File: src/rtl/shift_reg_univ.sv
`default_nettype none
// ============================================================================
// Module   : shift_reg_univ
// Purpose  : Universal shift register with load/shift/rotate/clear and a
//            burst FSM that repeats one shift mode a programmed number of times.
// Revision : 1.0 - initial release
// ============================================================================
module shift_reg_univ #(
    parameter int          WIDTH   = 8,
    parameter logic [WIDTH-1:0] RST_VAL = {WIDTH{1'b0}},
    parameter int          CNT_W   = $clog2(WIDTH) + 1
) (
    input  logic             sys_clk,
    input  logic             sys_rst,
    input  logic             en,
    input  logic [2:0]       mode,
    input  logic [WIDTH-1:0] d,
    input  logic             ser_in_l,
    input  logic             ser_in_r,
    input  logic             start,
    input  logic [CNT_W-1:0] cnt,
    output logic [WIDTH-1:0] q,
    output logic             ser_out_l,
    output logic             ser_out_r,
    output logic             busy,
    output logic             done
);

    localparam logic [2:0] C_M_HOLD = 3'd0;
    localparam logic [2:0] C_M_LOAD = 3'd1;
    localparam logic [2:0] C_M_SHL  = 3'd2;
    localparam logic [2:0] C_M_SHR  = 3'd3;
    localparam logic [2:0] C_M_ROTL = 3'd4;
    localparam logic [2:0] C_M_ROTR = 3'd5;
    localparam logic [2:0] C_M_ASR  = 3'd6;
    localparam logic [2:0] C_M_CLR  = 3'd7;

    localparam logic [0:0] S_IDLE  = 1'b0;
    localparam logic [0:0] S_SHIFT = 1'b1;

    logic [0:0]       state_q, state_d;
    logic [WIDTH-1:0] data_q,  data_d;
    logic [CNT_W-1:0] rem_q,   rem_d;
    logic [2:0]       mode_q,  mode_d;
    logic             busy_q,  busy_d;
    logic             done_q,  done_d;

    logic             w_mode_is_shift;
    logic             w_start_burst;
    logic             w_start_empty;
    logic             w_burst_last;

    // One-cycle transform of the register for a given mode.
    function automatic logic [WIDTH-1:0] f_apply(
        input logic [2:0]       m,
        input logic [WIDTH-1:0] cur,
        input logic [WIDTH-1:0] ld,
        input logic             sl,
        input logic             sr
    );
        logic [WIDTH-1:0] r;
        r = cur;
        case (m)
            C_M_HOLD: r = cur;
            C_M_LOAD: r = ld;
            C_M_SHL:  r = {cur[WIDTH-2:0], sr};
            C_M_SHR:  r = {sl, cur[WIDTH-1:1]};
            C_M_ROTL: r = {cur[WIDTH-2:0], cur[WIDTH-1]};
            C_M_ROTR: r = {cur[0], cur[WIDTH-1:1]};
            C_M_ASR:  r = {cur[WIDTH-1], cur[WIDTH-1:1]};
            C_M_CLR:  r = {WIDTH{1'b0}};
            default:  r = cur;
        endcase
        return r;
    endfunction

    assign w_mode_is_shift = (mode >= C_M_SHL) && (mode <= C_M_ASR);
    assign w_start_burst   = start && w_mode_is_shift && (cnt != '0);
    assign w_start_empty   = start && (cnt == '0);
    assign w_burst_last    = (rem_q == CNT_W'(1));

    // State register
    always_ff @(posedge sys_clk) begin
        if (sys_rst) begin
            state_q <= S_IDLE;
            data_q  <= RST_VAL;
            rem_q   <= '0;
            mode_q  <= C_M_HOLD;
            busy_q  <= 1'b0;
            done_q  <= 1'b0;
        end else begin
            state_q <= state_d;
            data_q  <= data_d;
            rem_q   <= rem_d;
            mode_q  <= mode_d;
            busy_q  <= busy_d;
            done_q  <= done_d;
        end
    end

    // Next-state and datapath
    always_comb begin
        state_d = state_q;
        data_d  = data_q;
        rem_d   = rem_q;
        mode_d  = mode_q;
        case (state_q)
            S_IDLE: begin
                if (w_start_burst) begin
                    state_d = S_SHIFT;
                    rem_d   = cnt;
                    mode_d  = mode;
                end else if (w_start_empty) begin
                    state_d = S_IDLE;
                end else if (en) begin
                    data_d  = f_apply(mode, data_q, d, ser_in_l, ser_in_r);
                end
            end
            S_SHIFT: begin
                data_d = f_apply(mode_q, data_q, d, ser_in_l, ser_in_r);
                rem_d  = rem_q - CNT_W'(1);
                if (w_burst_last) begin
                    state_d = S_IDLE;
                end
            end
            default: begin
                state_d = S_IDLE;
            end
        endcase
    end

    // Registered status outputs
    always_comb begin
        busy_d = (state_d == S_SHIFT);
        done_d = 1'b0;
        case (state_q)
            S_IDLE:  done_d = w_start_empty && !w_start_burst;
            S_SHIFT: done_d = w_burst_last;
            default: done_d = 1'b0;
        endcase
    end

    assign q         = data_q;
    assign ser_out_l = data_q[WIDTH-1];
    assign ser_out_r = data_q[0];
    assign busy      = busy_q;
    assign done      = done_q;

endmodule
`default_nettype wire

File: config.mk
export PLATFORM = sky130hd
export DESIGN_NAME = shift_reg_univ
export DESIGN_NICKNAME = d
export VERILOG_FILES = /design/src/rtl/shift_reg_univ.sv
export SDC_FILE = /design/constraint.sdc
export NUM_CORES = 1
export LEC_CHECK = 0
export ABC_CLOCK_PERIOD_IN_PS = 4800
export CAP_MARGIN = 40
export CORE_MARGIN = 4
export CORE_UTILIZATION = 25
export CTS_BUF_LIST = sky130_fd_sc_hd__clkbuf_8
export DETAILED_ROUTE_END_ITERATION = 10
export GPL_TIMING_DRIVEN = 0
export PLACE_DENSITY_LB_ADDON = 0.2
export SLEW_MARGIN = 5
export SYNTH_ARGS = -nofsm -noshare
export SYNTH_HDL_FRONTEND = slang
export SYNTH_SLANG_ARGS = --single-unit
File: constraint.sdc
create_clock -name sys_clk -period 4.8 [get_ports sys_clk]
set_input_delay 1.44 -clock sys_clk [delete_from_list [all_inputs] [get_ports sys_clk]]
set_output_delay 1.44 -clock sys_clk [all_outputs]
set_load 0.03 [all_outputs]
==> metrics.yaml <==
detailed_routing:
  detail_route.drc_violations: 0
  via_count: 1414
  drt-vias-per-instance: 5.179
  routed_wirelength_um: 4280
  detailedRoute.firstPassIterationCount: 4
  drtIter0Drc: 96
  wl_per_cell_um: 15.68
  detail-route-antenna-nets: 0
grt:
  grt_pass1_wl_um: 6610
  grt_max_degree: 11
  residual_overflow_from_global_routing: 0
  grt_antenna_before_repair: 0
  gr-usage-all-layers_pct: 12.97
  number_of_global_route_vias_before_repair: 1334
timing:
  finalMaxSlewViolations: 0
  timing.final.setup_violations: 0
  smallest_hold_slack_ps: 480.7
  timing.max_slew.rel_slack_pct: 55.36
  post-route-period-util_pct: 66.36
  period_minus_slack_ps: 3185
  grt_setup_unrepaired: "no"
  fin_setup_tns_ps: 0
  number_of_hold_violations_in_the_final_report: 0
  max_slew.worst_pin.slew_ps: 668.2
  fmax_mhz: 314.0
  setup_ws_ps: 1615
  worst_setup_skew_after_layout_ps: 1.827
critical_path:
  crit-reg2reg-capture: "q[2]$_SDFFE_PP0P_"
  cp_max_fo: 10
  critPathCaptureType: "register"
  reg2reg_slack_ps: 2960
  capture_point_of_the_critical_path: "q[7]$_SDFFE_PP0P_"
  ff2ff_path_depth: 6
  regToRegStartpoint: "mode_q[0]$_SDFFE_PP0P_"
  timing.critical_path.max_delay_family: "buffers and inverters"
  crit_path_top_delay_cell: "clkdlybuf4s50_1"
  worstSetupStartpoint: "cnt[2]"
  critPathMaxStageDelay_ps: 470
  crit_type: "in2reg"
  critPathBufInv: 2
  path_depth: 7
  cp-start-kind: "input port"
  path_cells: "clkdlybuf4s50_1 -> nor4_4 -> nand2_1 -> a31oi_1 -> buf_4 -> nor2_1 -> o221a_1"
  critPathArrivalTime_ps: 3340
  critical_path_required_ps: 4960
power:
  p_per_area_nw_per_um2: 247.3
  power.total_mw: 0.4523
  leakagePower_nw: 0.7141
  peakVddDrop_v: 0.00008871
clock_tree:
  postCtsResizedCells: 0
  h-tree-depth: 1
  cts_post_setup_buffers_inserted: 0
  numCtsBuffers: 3
  clock_path_buffers: 2
  cts_root_buf: "clkbuf_8"
  cts.clk_slew.worst_paths_ps: 70
  cts_hold_buf: 0
  tritoncts_clock_tree: "yes"
  clock-sinks: 17
  clk_latency_ps: 260
logic_synthesis:
  synth_nets: 192
  ys_seq_area_share_pct: 24.39
  synth_edf_count: 0
  syn-instance-count: 169
  synthesis.area_um2: 1395
  postSynth.topFlopCell: "dfxtp_1"
  ys_seq_elements: 17
  synth.avg_cell_area_um2: 8.255
  yosys_warnings: 0
  yosys.area.top_type_share_pct: 24.39
  biggest_area_contributors_in_the_synthesized_netlist: "dfxtp_1, mux2i_1, mux2_2, a222oi_1, nor2_1"
  synthDistinctLibCells: 45
  yosys.area.top_type: "dfxtp_1"
  async_set_or_reset_flop_fraction_in_the_synthesized_netlist_pct: 0
cells_and_area:
  finalInstanceArea_um2: 1829
  area.growth.synth_to_final_pct: 31.12
  net_count_of_the_finished_layout: 227
  layout.cells.non_filler: 273
  drive_above_1_share_pct: 14.29
  layout.cells.most_common_list: "clkdlybuf4s50_1, nor2_1, dfxtp_1"
  insertedDiodeCount: 0
  post-route-util_pct: 34.71
  filler_cell_count: 576
  layout_commonest_cell: "clkdlybuf4s50_1"
die:
  die_y_um: 82.70
  ios: 33
  fp.dieW_um: 82.70
  initial_core_util_pct: 26.47
  std_cell_rows: 26
  core_area_um2: 5270
  design.die.area_um2: 6839
place:
  post-place-ws_ps: 1377
  dpl.cell_count: 269
  placedInstanceArea_um2: 1783
  finalWeightedCongestion: 0.7356
  portBuffers: 30
  detailed_place_hpwl_um: 3090
job:
  max-cap-violations: 0
worst_hold_path:
  timing.hold.worst.class: "reg2reg"
run_status:
  run_status: "completed"
[layer usage]
metal	track usage, %	vias to the layer above	part of all wire (%)	wire (µm)
li1	-	710	-	-
met1	17.28	665	48	2059
met2	20.83	34	46	1958
met3	1.844	5	4.4	190
met4	5.392	0	1.7	72
met5	0	-	0	0
[power by group]
group	switching, mW	internal, mW
clock network	0.0552	0.0578
logic	0.0891	0.0806
registers	0.0165	0.153
total	0.161	0.292
[area by class of cell]
type                       count  area, µm²  share of cell area [%]
buffer                        16      91.34                   4.993
clock buffer                   3      41.29                   2.257
clock inverter                 1      5.005                  0.2736
inverter                       6      22.52                   1.231
multi-input combinational    130      940.9                   51.44
sequential                    17      340.3                   18.60
tap                           70      87.58                   4.788
timing repair buffer          30      300.3                   16.42
[worst register-to-register path: cells and delay by family, from the launching register on]
family | cells | cell delay [ps]
buf+inv | 1 | 290
simple gates | 1 | 50
compound gates | 1 | 300
mux | 3 | 630
flops | 1 | 450
[synthesized netlist by cell type (2+ instances only)]
cell	number
ha_1	2
buf_2	7
nor3_1	8
a211oi_1	2
inv_1	6
o32ai_1	2
buf_4	4
mux2i_1	13
nor3b_1	2
dfxtp_1	17
a222oi_1	8
mux2_2	10
nand3_1	2
xnor2_1	2
a21oi_1	11
a31oi_1	2
nand2_1	10
o21ai_0	2
nor2_1	20
a2111oi_0	3
and3b_1	2
clkbuf_1	3
xor2_1	2
a221oi_1	4
nand2b_1	5
[how the worst min path moves through the flow]
stage	start	to	slack [ps]	cells past startpoint
after floorplan	rem_q[2]$_SDFFE_PP0P_	rem_q[2]$_SDFFE_PP0P_	450	2
after global placement	rem_q[2]$_SDFFE_PP0P_	rem_q[2]$_SDFFE_PP0P_	470	2
after detailed placement	rem_q[2]$_SDFFE_PP0P_	rem_q[2]$_SDFFE_PP0P_	470	2
after CTS	rem_q[2]$_SDFFE_PP0P_	rem_q[2]$_SDFFE_PP0P_	480	2
after global routing	rem_q[2]$_SDFFE_PP0P_	rem_q[2]$_SDFFE_PP0P_	510	2
final	rem_q[2]$_SDFFE_PP0P_	rem_q[2]$_SDFFE_PP0P_	480	2
[cells by family (layout without fill, tap and decap cells)]
group                      after synthesis  count (layout)  share of synthesized area [%]
and+or+nand+nor                         56              56                          20.90
xor gates and xnor gates                 4               4                          2.512
adders and majority gates                2               2                          1.793
buffers and inverters                   22              56                          8.161
muxes                                   23              23                          17.40
DFF                                     17              17                          24.39
AOI/OAI and AO/OA                       45              45                          24.84
[state kept, by name (all words and copies together) (netlist names)]
signal / cells
q: 8
rem_q: 4
busy: 1
mode_q: 3
done: 1
No activity file was read; power rests on OpenSTA's default activity.
